==> src/rtl/conv32_8_sched_if.sv <==
// Bundle of signals between the lane sources, the conv32_8 serializer and the
// round-robin scheduler.
//   master : scheduler view (drives grants, the word to conv32_8 and tag outputs)
//   slave  : environment view (lanes + conv32_8 byte-valid)
// Signals:
//   req_valid/req_data/req_ready : per-lane word handshake (lane i at bits [32*i+31:32*i])
//   in_data32/in32               : word and word-valid to conv32_8
//   out8                         : conv32_8 byte-valid
//   out_tag/out_tag_valid        : lane index of the current output byte
//   err_orphan                   : sticky flag, byte seen with no word in flight
interface conv32_8_sched_if #(
  parameter int unsigned N_REQ = 4,
  parameter int unsigned TAG_W = 2
);
  logic [N_REQ-1:0]    req_valid;
  logic [32*N_REQ-1:0] req_data;
  logic [N_REQ-1:0]    req_ready;
  logic [31:0]         in_data32;
  logic                in32;
  logic                out8;
  logic [TAG_W-1:0]    out_tag;
  logic                out_tag_valid;
  logic                err_orphan;

  modport master (
    input  req_valid, req_data, out8,
    output req_ready, in_data32, in32, out_tag, out_tag_valid, err_orphan
  );

  modport slave (
    output req_valid, req_data, out8,
    input  req_ready, in_data32, in32, out_tag, out_tag_valid, err_orphan
  );
endinterface

==> src/rtl/conv32_8_sched.sv <==
// Round-robin scheduler sharing one conv32_8 (32->8 serializer) among N_REQ
// lanes. Runs at the clk_4f rate, issues at most one word per 4-cycle frame
// (arbitration only in phase 3) and tags every serialized byte with its lane.
// Ports:
//   clk   : clk_4f-rate clock
//   reset : asynchronous, active-low
//   bus   : conv32_8_sched_if.master (lane handshake, conv32_8 side, tag outputs)
module conv32_8_sched #(
  parameter int unsigned N_REQ    = 4,
  parameter int unsigned TAG_W    = 2,
  parameter int unsigned TAGQ_DEP = 4
) (
  input logic              clk,
  input logic              reset,
  conv32_8_sched_if.master bus
);

  localparam int unsigned PTR_W = (TAGQ_DEP > 1) ? $clog2(TAGQ_DEP) : 1;
  localparam int unsigned CNT_W = $clog2(TAGQ_DEP + 1);

  typedef enum logic {IDLE = 1'b0, ACTIVE = 1'b1} state_t;

  state_t           state, state_nxt;
  logic [31:0]      data_q, data_nxt;
  logic [1:0]       phase;
  logic [TAG_W-1:0] rr_ptr;
  logic [TAG_W-1:0] tag_mem [TAGQ_DEP];
  logic [PTR_W-1:0] wr_ptr, rd_ptr;
  logic [CNT_W-1:0] count;
  logic [1:0]       byte_cnt;
  logic             err_q;
  logic             q_empty, q_full, pop, push, can_grant, hit;
  logic [TAG_W-1:0] grant_idx;
  logic [N_REQ-1:0] grant_oh;

  // First valid lane after ptr (wrapping); returns {hit, index}.
  function automatic logic [TAG_W:0] pick(input logic [N_REQ-1:0] v,
                                          input logic [TAG_W-1:0] ptr);
    logic             found;
    logic [TAG_W-1:0] idx;
    logic [N_REQ-1:0] sh;
    int unsigned      j;
    found = 1'b0;
    idx   = '0;
    for (int unsigned k = 1; k <= N_REQ; k++) begin
      j  = (32'(ptr) + k) % N_REQ;
      sh = v >> j;
      if (!found && sh[0]) begin
        found = 1'b1;
        idx   = TAG_W'(j);
      end
    end
    return {found, idx};
  endfunction

  // Tag queue status; the 4th byte of a word retires its tag.
  assign q_empty   = (count == '0);
  assign q_full    = (count == CNT_W'(TAGQ_DEP));
  assign pop       = bus.out8 && !q_empty && (byte_cnt == 2'd3);
  assign can_grant = !q_full || pop;

  // Phase-3 arbitration; the grant is the handshake cycle.
  always_comb begin
    {hit, grant_idx} = pick(bus.req_valid, rr_ptr);
    push     = (phase == 2'd3) && hit && can_grant;
    grant_oh = push ? (N_REQ'(1) << grant_idx) : '0;
  end

  // FSM state register (also holds the word presented to conv32_8).
  always_ff @(posedge clk or negedge reset) begin
    if (!reset) begin
      state  <= IDLE;
      data_q <= '0;
    end else begin
      state  <= state_nxt;
      data_q <= data_nxt;
    end
  end

  // Next state: the word only changes at the edge that ends phase 3.
  always_comb begin
    state_nxt = state;
    data_nxt  = data_q;
    if (phase == 2'd3) begin
      if (push) begin
        state_nxt = ACTIVE;
        data_nxt  = 32'(bus.req_data >> (32'(grant_idx) * 32'd32));
      end else begin
        state_nxt = IDLE;
        data_nxt  = '0;
      end
    end
  end

  // Frame phase, round-robin pointer, tag queue, byte counter, orphan flag.
  always_ff @(posedge clk or negedge reset) begin
    if (!reset) begin
      phase    <= 2'd0;
      rr_ptr   <= TAG_W'(N_REQ - 1);
      wr_ptr   <= '0;
      rd_ptr   <= '0;
      count    <= '0;
      byte_cnt <= 2'd0;
      err_q    <= 1'b0;
      for (int unsigned i = 0; i < TAGQ_DEP; i++) tag_mem[i] <= '0;
    end else begin
      phase <= phase + 2'd1;
      if (push) begin
        rr_ptr          <= grant_idx;
        tag_mem[wr_ptr] <= grant_idx;
        wr_ptr          <= wr_ptr + PTR_W'(1);
      end
      if (pop) rd_ptr <= rd_ptr + PTR_W'(1);
      if (push && !pop)      count <= count + CNT_W'(1);
      else if (pop && !push) count <= count - CNT_W'(1);
      // Orphan bytes do not advance the byte count.
      if (bus.out8 && !q_empty) byte_cnt <= byte_cnt + 2'd1;
      if (bus.out8 && q_empty)  err_q    <= 1'b1;
    end
  end

  assign bus.req_ready     = grant_oh;
  assign bus.in_data32     = data_q;
  assign bus.in32          = (state == ACTIVE);
  assign bus.out_tag       = tag_mem[rd_ptr];
  assign bus.out_tag_valid = bus.out8 && !q_empty;
  assign bus.err_orphan    = err_q;

endmodule

==> src/flat_wrapper.sv <==
// flat-port wrapper written by rule: the top's interface ports become plain ports
module conv32_8_sched_flat 
#(
  parameter int unsigned N_REQ    = 4,
  parameter int unsigned TAG_W    = 2,
  parameter int unsigned TAGQ_DEP = 4
)
  (clk, reset, bus_req_valid, bus_req_data, bus_out8, bus_req_ready, bus_in_data32, bus_in32, bus_out_tag, bus_out_tag_valid, bus_err_orphan);
  conv32_8_sched_if #(.N_REQ(N_REQ), .TAG_W(TAG_W)) bus_i ();
  input logic clk;
  input logic reset;
  input wire logic [$bits(bus_i.req_valid)-1:0] bus_req_valid;
  input wire logic [$bits(bus_i.req_data)-1:0] bus_req_data;
  input wire logic [$bits(bus_i.out8)-1:0] bus_out8;
  output wire logic [$bits(bus_i.req_ready)-1:0] bus_req_ready;
  output wire logic [$bits(bus_i.in_data32)-1:0] bus_in_data32;
  output wire logic [$bits(bus_i.in32)-1:0] bus_in32;
  output wire logic [$bits(bus_i.out_tag)-1:0] bus_out_tag;
  output wire logic [$bits(bus_i.out_tag_valid)-1:0] bus_out_tag_valid;
  output wire logic [$bits(bus_i.err_orphan)-1:0] bus_err_orphan;
  assign bus_i.req_valid = bus_req_valid;
  assign bus_i.req_data = bus_req_data;
  assign bus_i.out8 = bus_out8;
  assign bus_req_ready = bus_i.req_ready;
  assign bus_in_data32 = bus_i.in_data32;
  assign bus_in32 = bus_i.in32;
  assign bus_out_tag = bus_i.out_tag;
  assign bus_out_tag_valid = bus_i.out_tag_valid;
  assign bus_err_orphan = bus_i.err_orphan;
  conv32_8_sched #(.N_REQ(N_REQ), .TAG_W(TAG_W), .TAGQ_DEP(TAGQ_DEP)) u_core (.clk(clk), .reset(reset), .bus(bus_i));
endmodule
==> config.mk <==
export PLATFORM = sky130hd
export DESIGN_NAME = conv32_8_sched_flat
export DESIGN_NICKNAME = d
export VERILOG_FILES = /design/src/rtl/conv32_8_sched_if.sv /design/src/rtl/conv32_8_sched.sv /design/src/flat_wrapper.sv
export SDC_FILE = /design/constraint.sdc
export NUM_CORES = 1
export LEC_CHECK = 0
export CELL_PAD_IN_SITES_DETAIL_PLACEMENT = 0
export CELL_PAD_IN_SITES_GLOBAL_PLACEMENT = 1
export CORE_MARGIN = 3
export CORE_UTILIZATION = 31
export DETAILED_ROUTE_END_ITERATION = 7
export GPL_TIMING_DRIVEN = 1
export PLACE_DENSITY = 0.9
export SKIP_CTS_REPAIR_TIMING = 1
export SKIP_LAST_GASP = 1
export SLEW_MARGIN = 20
export SYNTH_ARGS = -nofsm -noshare
export SYNTH_HDL_FRONTEND = slang
export SYNTH_SLANG_ARGS = --single-unit
==> constraint.sdc <==
create_clock -name clk -period 4.5 [get_ports clk]
set_clock_uncertainty 0.15 [all_clocks]
set_input_delay 0.675 -clock clk [delete_from_list [all_inputs] [get_ports clk]]
set_output_delay 0.675 -clock clk [all_outputs]
set_load 0.1 [all_outputs]
==> flow_summary.yaml, run 1 <==
power:
  power_frac_clock_pct: 8.2
  p_int_uw: 1562
  power.share.sequential_pct: 24.7
  ir_drop_v: 0.0004204
  power_uw: 3547
  p_sw_uw: 1985
  power.density_nw_per_um2: 700.4
  swShare_pct: 55.96
  comb_power_share_pct: 67.0
  power.leakage_uw: 0.002214
detailed_routing:
  viasPerCell: 4.828
  routed_wl_um: 9334
  drc_errors: 0
  dr.pass1.iters: 4
  routedWlPerCell_um: 16.09
  drtIter0Drc: 111
  antenna_left: 0
  vias: 2800
floorplanning:
  core_area_sq_um: 9864
  dieArea_sq_um: 11530
  initial_core_util_pct: 32.31
  die_y_um: 107.4
  fp.dieW_um: 107.4
  rows: 36
  ios: 176
clock_tree:
  cts.sinks: 55
  clk_root_buffer_cell: "clkbuf_8"
  clockBufferDepth: 2
  clk_pin_slew_worst_paths_ps: 110
  insertion_delay_ps: 320
  h-tree-depth: 2
  cts_tree: "built"
  numCtsBuffers: 5
setup_path:
  cp.required_ps: 3670
  rrSetupSlack_ps: 1970
  startpoint: "bus_req_valid[0]"
  critPathMaxFanout: 24
  cp-end-kind: "output pin"
  reg2reg_to: "u_core.bus.in_data32[14]"
  start_kind: "primary input"
  arrival_ps: 2490
  reg2regPathDepth: 6
  worstSetupPathType: "primary input to output pin"
  rr_startpoint: "u_core.rr_ptr[1]"
sta:
  drv_slew: 0
  finalCritPeriodShare_pct: 73.62
  finalSetupTns_ps: 0
  slew_headroom_pct: 32.18
  rsz0062_at_grt: "no"
  fmax_ghz: 0.3018
  tightest_slew_ps: 1014
  setup_violations: 0
  finalHoldViolCount: 0
  period_needed_ps: 3313
placement:
  gp_congestion: 0.7789
  hpwl_um: 7131
  portBuffers: 175
global_route:
  first_global_vias: 2838
  grt_max_degree: 56
  grt_overflow: 0
  gr-usage-all-layers_pct: 15.41
  antenna_found_initial: 0
  grt_pass1_wl_um: 14320
synthesis:
  post_synth.cell_area_avg_sq_um: 11.42
  ys_async_sr_fraction_pct: 100.0
  synth_edf_count: 0
  ys_warn_count: 0
  syn_nets: 422
  yosysSeqAreaShare_pct: 43.27
  synth-seq-cells: 55
  synthFlopType: "dfrtp_1"
  syn-cell-area_sq_um: 3187
  synth.distinct_cells: 32
  netlist_instances: 279
layout:
  multi_input_area_sq_um: 1575
  nets: 589
  final_common_cell: "clkdlybuf4s50_1"
  final_cell_mix: "clkdlybuf4s50_1 (169), mux2i_1 (65), dfrtp_1 (53)"
  layout.area.seq_sq_um: 1379
  diodes: 0
  area_growth_pct: 58.89
  drive_above_1_share_pct: 6.711
  fillerInstances: 864
job:
  cap_viol_max_count: 0
worst_hold_path:
  hold_depth: 1
  hold_start: "u_core.phase[0]"
  min_to: "u_core.phase[0]"
  min_path_type: "flop to flop"
run_status:
  status: "complete, no violations"
[sequential cells by signal, summed over array words and instances, names as in the netlist]
signal                 cells
u_core.bus.err_orphan      1
u_core.bus.in32            1
u_core.bus.in_data32      32
u_core.byte_cnt            2
u_core.count               3
u_core.phase               2
u_core.rd_ptr              2
u_core.rr_ptr              2
u_core.tag_mem             8
u_core.wr_ptr              2
[power groups by stage]
stage / registers, uW / logic (uW) / clock network [uW]
6_report: 878 / 2380 / 292
2_1_floorplan: 1910 / 856 / 0
3_5_place_dp: 889 / 2390 / 0
4_1_cts: 881 / 2400 / 309
5_1_grt: 912 / 2490 / 326
3_3_place_gp: 878 / 2370 / 0
[through the flow]
stage / hold WS [ps] / area, sq um / util (%) / cells / worst slack, ps
6_report: 276.4 / 5064 / 51.33 / 580 / 1187
5_1_grt: 290.9 / 5064 / 51.33 / 580 / 1035
4_1_cts: 283.1 / 5064 / 51.33 / 580 / 1163
3_5_place_dp: 266.8 / 4969 / 50.37 / 572 / 1174
3_3_place_gp: 263.7 / 4969 / 50.37 / 572 / 1225
2_1_floorplan: 229.4 / 3187 / - / 279 / 939.7
[metal layers]
metal  vias up  global-route usage [%]  part of all wire [%]
met5         -                       0                     0
li1       1355                       -                     -
met3         4                   5.159                    10
met1      1320                   18.16                    40
met4         0                   2.074                  0.37
met2       121                   27.84                    49
[final cells by class]
type | instances | area share, %
Timing Repair Buffer | 180 | 35.98
Multi-Input combinational cell | 197 | 31.11
Sequential cell | 55 | 27.23
Tap cell | 133 | 3.286
Clock buffer | 5 | 1.359
Clock inverter | 3 | 0.5189
Inverter | 7 | 0.5189
[Yosys cell counts, types with 2 or more instances]
| cell | n | area, sq um |
|---|---|---|
| mux2i_1 | 65 | 650.6 |
| dfrtp_1 | 53 | 1326 |
| nand2_1 | 46 | 172.7 |
| o221ai_1 | 32 | 280.3 |
| buf_2 | 8 | 40.04 |
| buf_12 | 7 | 140.1 |
| ha_1 | 7 | 87.58 |
| inv_1 | 6 | 22.52 |
| nor2_1 | 6 | 22.52 |
| o21ai_1 | 6 | 30.03 |
| mux2_1 | 5 | 56.30 |
| clkbuf_1 | 4 | 15.01 |
| xnor2_1 | 4 | 35.03 |
| a21oi_1 | 3 | 15.01 |
| nand2b_1 | 3 | 18.77 |
| xor2_1 | 3 | 26.28 |
| a21o_1 | 2 | 15.01 |
| a21oi_2 | 2 | 17.52 |
| dfstp_2 | 2 | 52.55 |
| mux4_2 | 2 | 45.04 |
| nand3_1 | 2 | 10.01 |
[how the worst max path moves through the flow]
stage                             to  slack [ps]  depth (start not counted)
global placement    bus_req_ready[2]        1230                          7
global route        bus_req_ready[0]        1030                          7
detailed placement  bus_req_ready[3]        1170                          6
floorplan           bus_req_ready[0]         940                          7
finish              bus_req_ready[2]        1190                          7
CTS                 bus_req_ready[2]        1160                          7
[worst max-delay path, cell delays in order]
cell             delay [ps]
clkdlybuf4s50_1         550
nand2_1                  80
a21oi_1                 180
o221a_4                 520
inv_2                    60
nor2_1                  210
buf_12                  210
[cells by family after synthesis]
family	Yosys count	share of synthesized area, %
AND/OR/NAND/NOR	60	7.656
flip-flops	55	43.27
multiplexers	73	23.95
adder cells (fa/ha/maj)	8	3.376
AO/OA/AOI/OAI	49	12.52
buffers and inverters	27	7.302
XOR/XNOR	7	1.924
No activity file was read; power rests on OpenSTA's default activity.
==> run 2, diff against run 1 <==
--- a/config.mk
+++ b/config.mk
@@ -8,10 +8,10 @@
 export CELL_PAD_IN_SITES_DETAIL_PLACEMENT = 0
 export CELL_PAD_IN_SITES_GLOBAL_PLACEMENT = 1
 export CORE_MARGIN = 3
-export CORE_UTILIZATION = 31
+export CORE_UTILIZATION = 29
 export DETAILED_ROUTE_END_ITERATION = 7
 export GPL_TIMING_DRIVEN = 1
-export PLACE_DENSITY = 0.9
+export PLACE_DENSITY = 0.86
 export SKIP_CTS_REPAIR_TIMING = 1
 export SKIP_LAST_GASP = 1
 export SLEW_MARGIN = 20
==> constraint.sdc (replaced) <==
create_clock -name clk -period 3.12 [get_ports clk]
set_clock_uncertainty 0.15 [all_clocks]
set_input_delay 0.468 -clock clk [delete_from_list [all_inputs] [get_ports clk]]
set_output_delay 0.468 -clock clk [all_outputs]
set_load 0.1 [all_outputs]
==> flow_summary.yaml, run 2 (synthesis gave the netlist of run 1 again) <==
sta:
  fmax_ghz: 0.3627
  period_needed_ps: 2757
  rsz0062_at_grt: "no"
  setup_violations: 0
  slew_headroom_pct: 63.32
  finalCritPeriodShare_pct: 88.37
  finalHoldViolCount: 23
  drv_slew: 0
  tightest_slew_ps: 550.2
  hold-worst-slack_ps: -22.80
detailed_routing:
  drc_errors: 0
  routed_wl_um: 10020
  antenna_left: 0
  viasPerCell: 4.881
  drtIter0Drc: 120
  routedWlPerCell_um: 17.04
  dr.pass1.iters: 4
  vias: 2870
clock_tree:
  clk_pin_slew_worst_paths_ps: 110
  clk_root_buffer_cell: "clkbuf_8"
  insertion_delay_ps: 310
  cts_tree: "built"
  cts.sinks: 55
  numCtsBuffers: 5
  h-tree-depth: 2
  clockBufferDepth: 2
setup_path:
  worstSetupPathType: "primary input to output pin"
  arrival_ps: 2140
  critPathMaxFanout: 6
  slowest_stage: "clkdlybuf4s50_1"
  start_kind: "primary input"
  cp_cell_sequence: "clkdlybuf4s50_1, o21ai_0, nand3_1, a21oi_2, nand2_1, nor2_1, buf_12"
  crit_path_max_incr_delay_ps: 490
  cp.required_ps: 2500
  cp-end-kind: "output pin"
floorplanning:
  fp.dieW_um: 110.8
  rows: 37
  ios: 176
  initial_core_util_pct: 30.33
  die_y_um: 110.8
  dieArea_sq_um: 12280
  core_area_sq_um: 10510
layout:
  fillerInstances: 978
  nets: 594
  drive_above_1_share_pct: 15.49
  area_growth_pct: 58.07
  fin_cells: 588
  final_cell_mix: "clkdlybuf4s50_1 (133), mux2i_1 (65), dfrtp_1 (53)"
  finalInstanceArea_sq_um: 5037
  largest_register_ffs: 32
  final_common_cell: "clkdlybuf4s50_1"
  diodes: 0
  final_core_util_pct: 47.93
power:
  ir_drop_v: 0.0007540
  power.density_nw_per_um2: 1003
  power.leakage_uw: 0.002277
global_route:
  grt.busiest_layer: "met2"
  grt_max_degree: 41
  antenna_found_initial: 0
  gr-usage-all-layers_pct: 16.20
  grt_pass1_wl_um: 16390
  grt_overflow: 0
  met3_usage_pct: 4.749
  grtUsageMet2_pct: 28.52
  use_met1_pct: 19.76
  first_global_vias: 3042
job:
  cap_viol_max_count: 0
run_status:
  status: "finished with violations"
  violations: "hold timing"
placement:
  portBuffers: 175
  dp_cells: 580
  gp_congestion: 0.8180
  hpwl_um: 7978
  place_area_sq_um: 4945
worst_hold_path:
  min_path_type: "primary input to asynchronous set/reset pin"
[run 2: cell types whose count changed in the layout (fill, tap and decap cells not counted), sizes merged]
cell,previous run,this run
inv,9,8
clkinv,1,0
buf,11,52
clkinvlp,0,2
clkdlybuf4s50,169,133
[run 2: where the power goes]
group	switching (uW)	internal (uW)
registers	224	1050
clock network	247	161
logic	2390	980
total	2860	2190
[run 2: layout make-up]
| cell class | instances | area [sq um] | area share (%) |
|---|---|---|---|
| clock buffer | 5 | 68.82 | 1.366 |
| clock inverter | 3 | 23.77 | 0.4719 |
| inverter | 7 | 26.28 | 0.5216 |
| multi-input combinational | 197 | 1575 | 31.27 |
| sequential | 55 | 1379 | 27.37 |
| tap | 136 | 170.2 | 3.378 |
| timing repair buffer | 185 | 1794 | 35.62 |
[run 2: per-layer routing]
layer	up-vias	share of wire (%)
li1	1367	-
met1	1391	41
met2	108	51
met3	4	7.2
met4	0	0.53
met5	-	0
[run 2: worst paths after layout]
check	from	endpoint	slack [ps]	cells past startpoint
hold / removal	reset	u_core.bus.err_orphan	-20	1
setup / recovery	bus_req_valid[0]	bus_req_ready[2]	360	7
min in group clk	u_core.phase[0]	u_core.phase[0]	280	1
hold reg to reg	u_core.phase[0]	u_core.phase[0]	280	1
setup reg to reg	u_core.byte_cnt[0]	u_core.count[1]	820	7
max in group asynchronous	reset	u_core.rr_ptr[0]	1980	2
[run 2: metrics by stage]
| step | power, uW | worst slack, ps | TNS, ps | hold WS [ps] |
|---|---|---|---|---|
| finish | 5052 | 363.0 | 0 | -22.80 |
| global route | 5308 | 165.2 | 0 | 9.358 |
| CTS | 5117 | 337.1 | 0 | -19.65 |
| detailed placement | 4690 | 297.8 | 0 | 268.1 |
| global placement | 4631 | 404.3 | 0 | 262.7 |
| floorplan | 3991 | -49.94 | -99.88 | 22.41 |
[run 2: worst max-delay path: cells and delay by family]
kind                   cells  cell delay [ps]
AND/OR/NAND/NOR            3              480
buffers and inverters      2              690
AO/OA/AOI/OAI              2              480
==> run 3, diff against run 2 <==
--- a/config.mk
+++ b/config.mk
@@ -12,6 +12,7 @@
 export DETAILED_ROUTE_END_ITERATION = 7
 export GPL_TIMING_DRIVEN = 1
 export PLACE_DENSITY = 0.86
+export RECOVER_POWER = 25
 export SKIP_CTS_REPAIR_TIMING = 1
 export SKIP_LAST_GASP = 1
 export SLEW_MARGIN = 20
==> flow_summary.yaml, run 3 (synthesis gave the netlist of run 1 again) <==
power:
  power.leakage_uw: 0.002274
  p_int_uw: 2190
  swShare_pct: 56.64
  comb_power_share_pct: 66.7
  power.share.sequential_pct: 25.2
  ir_drop_v: 0.0007538
  p_sw_uw: 2861
  power_uw: 5051
  power_frac_clock_pct: 8.1
  power.density_nw_per_um2: 1003
sta:
  finalCritPeriodShare_pct: 88.37
  finalSetupTns_ps: 0
  hold-worst-slack_ps: 265.8
  rsz0062_at_grt: "no"
  tightest_slew_ps: 1305
  fmax_ghz: 0.3627
  drv_slew: 0
  period_needed_ps: 2757
  setup_violations: 0
  slew_headroom_pct: 12.97
  finalHoldViolCount: 0
job:
  cap_viol_max_count: 0
layout:
  drive_above_1_share_pct: 15.27
  finalInstanceArea_sq_um: 5034
  final_core_util_pct: 47.90
  final_common_cell: "clkdlybuf4s50_1"
  largest_register_ffs: 32
  area_growth_pct: 57.95
  diodes: 0
  final_cell_mix: "clkdlybuf4s50_1 (133), mux2i_1 (65), dfrtp_1 (53)"
  nets: 594
clock_tree:
  cts.sinks: 55
  clockBufferDepth: 2
  numCtsBuffers: 5
  clk_root_buffer_cell: "clkbuf_8"
  cts_tree: "built"
  h-tree-depth: 2
  clk_pin_slew_worst_paths_ps: 110
  insertion_delay_ps: 310
global_route:
  gr-usage-all-layers_pct: 16.20
  grt_pass1_wl_um: 16390
  grt_overflow: 0
  antenna_found_initial: 0
  first_global_vias: 3042
  grt_max_degree: 41
detailed_routing:
  wl_met3_um: 725
  wl_met1_um: 4116
  highest_layer: "met4"
  viasPerCell: 4.881
  routedWlPerCell_um: 17.04
  drtIter0Drc: 120
  route.met2.wl_um: 5122
  drc_errors: 0
  routed_wl_um: 10020
  antenna_left: 0
  vias: 2870
  dr.pass1.iters: 4
setup_path:
  arrival_ps: 2140
  startpoint: "bus_req_valid[0]"
  start_kind: "primary input"
  critPathMaxFanout: 6
  cp-end-kind: "output pin"
  cp.required_ps: 2500
  rr_startpoint: "u_core.byte_cnt[0]"
  worstSetupPathType: "primary input to output pin"
  reg2regPathDepth: 7
floorplanning:
  fp.dieW_um: 110.8
  core_area_sq_um: 10510
  initial_core_util_pct: 30.33
  dieArea_sq_um: 12280
  rows: 37
  die_y_um: 110.8
  ios: 176
placement:
  hpwl_um: 7978
  gp_congestion: 0.8180
  portBuffers: 175
  place_area_sq_um: 4945
worst_hold_path:
  min_path_type: "primary input to asynchronous set/reset pin"
run_status:
  status: "complete, no violations"
run 3: cell types whose count changed in the layout (fill, tap and decap cells not counted), sizes merged:
cell / delta
clkbuf: +2
buf: -2
run 3: through the flow:
stage / setup slack [ps] / std cells
global placement: 404.3 / 580
global route: 165.2 / 588
CTS: 337.1 / 588
detailed placement: 297.8 / 580
finish: 363.0 / 588
floorplan: -49.94 / 279
run 3: path summary, 6_finish.rpt:
check / end / slack, ps
max in group asynchronous: u_core.bus.in_data32[23] / 1080
setup / recovery: bus_req_ready[2] / 360
setup reg to reg: u_core.count[1] / 820
hold reg to reg: u_core.phase[0] / 280
min in group clk: u_core.phase[0] / 280
hold / removal: u_core.bus.err_orphan / 270
run 3: final cells by class:
type                       instances  area [sq um]
clock buffer                       5         68.82
clock inverter                     3         23.77
fill                             978          5475
inverter                           7         26.28
multi-input combinational        197          1575
sequential                        55          1379
tap                              136         170.2
timing repair buffer             185          1790
run 3: critical path: stages:
cell and delay [ps]:
clkdlybuf4s50_1 490, o21ai_0 220, nand3_1 110, a21oi_2 260, nand2_1 170, nor2_1 200
buf_12 200
run 3: metal layers:
metal  up-vias  track usage (%)
li1       1367                -
met1      1391            19.76
met2       108            28.52
met3         4            4.749
met4         0            3.038
met5         -                0
run 3: power by group through the flow:
stage	clock network [uW]	registers, uW	logic, uW
after floorplan	0	2760	1230
after global placement	0	1270	3360
after detailed placement	0	1280	3410
after CTS	435	1270	3410
after global routing	461	1320	3530
final	407	1270	3370
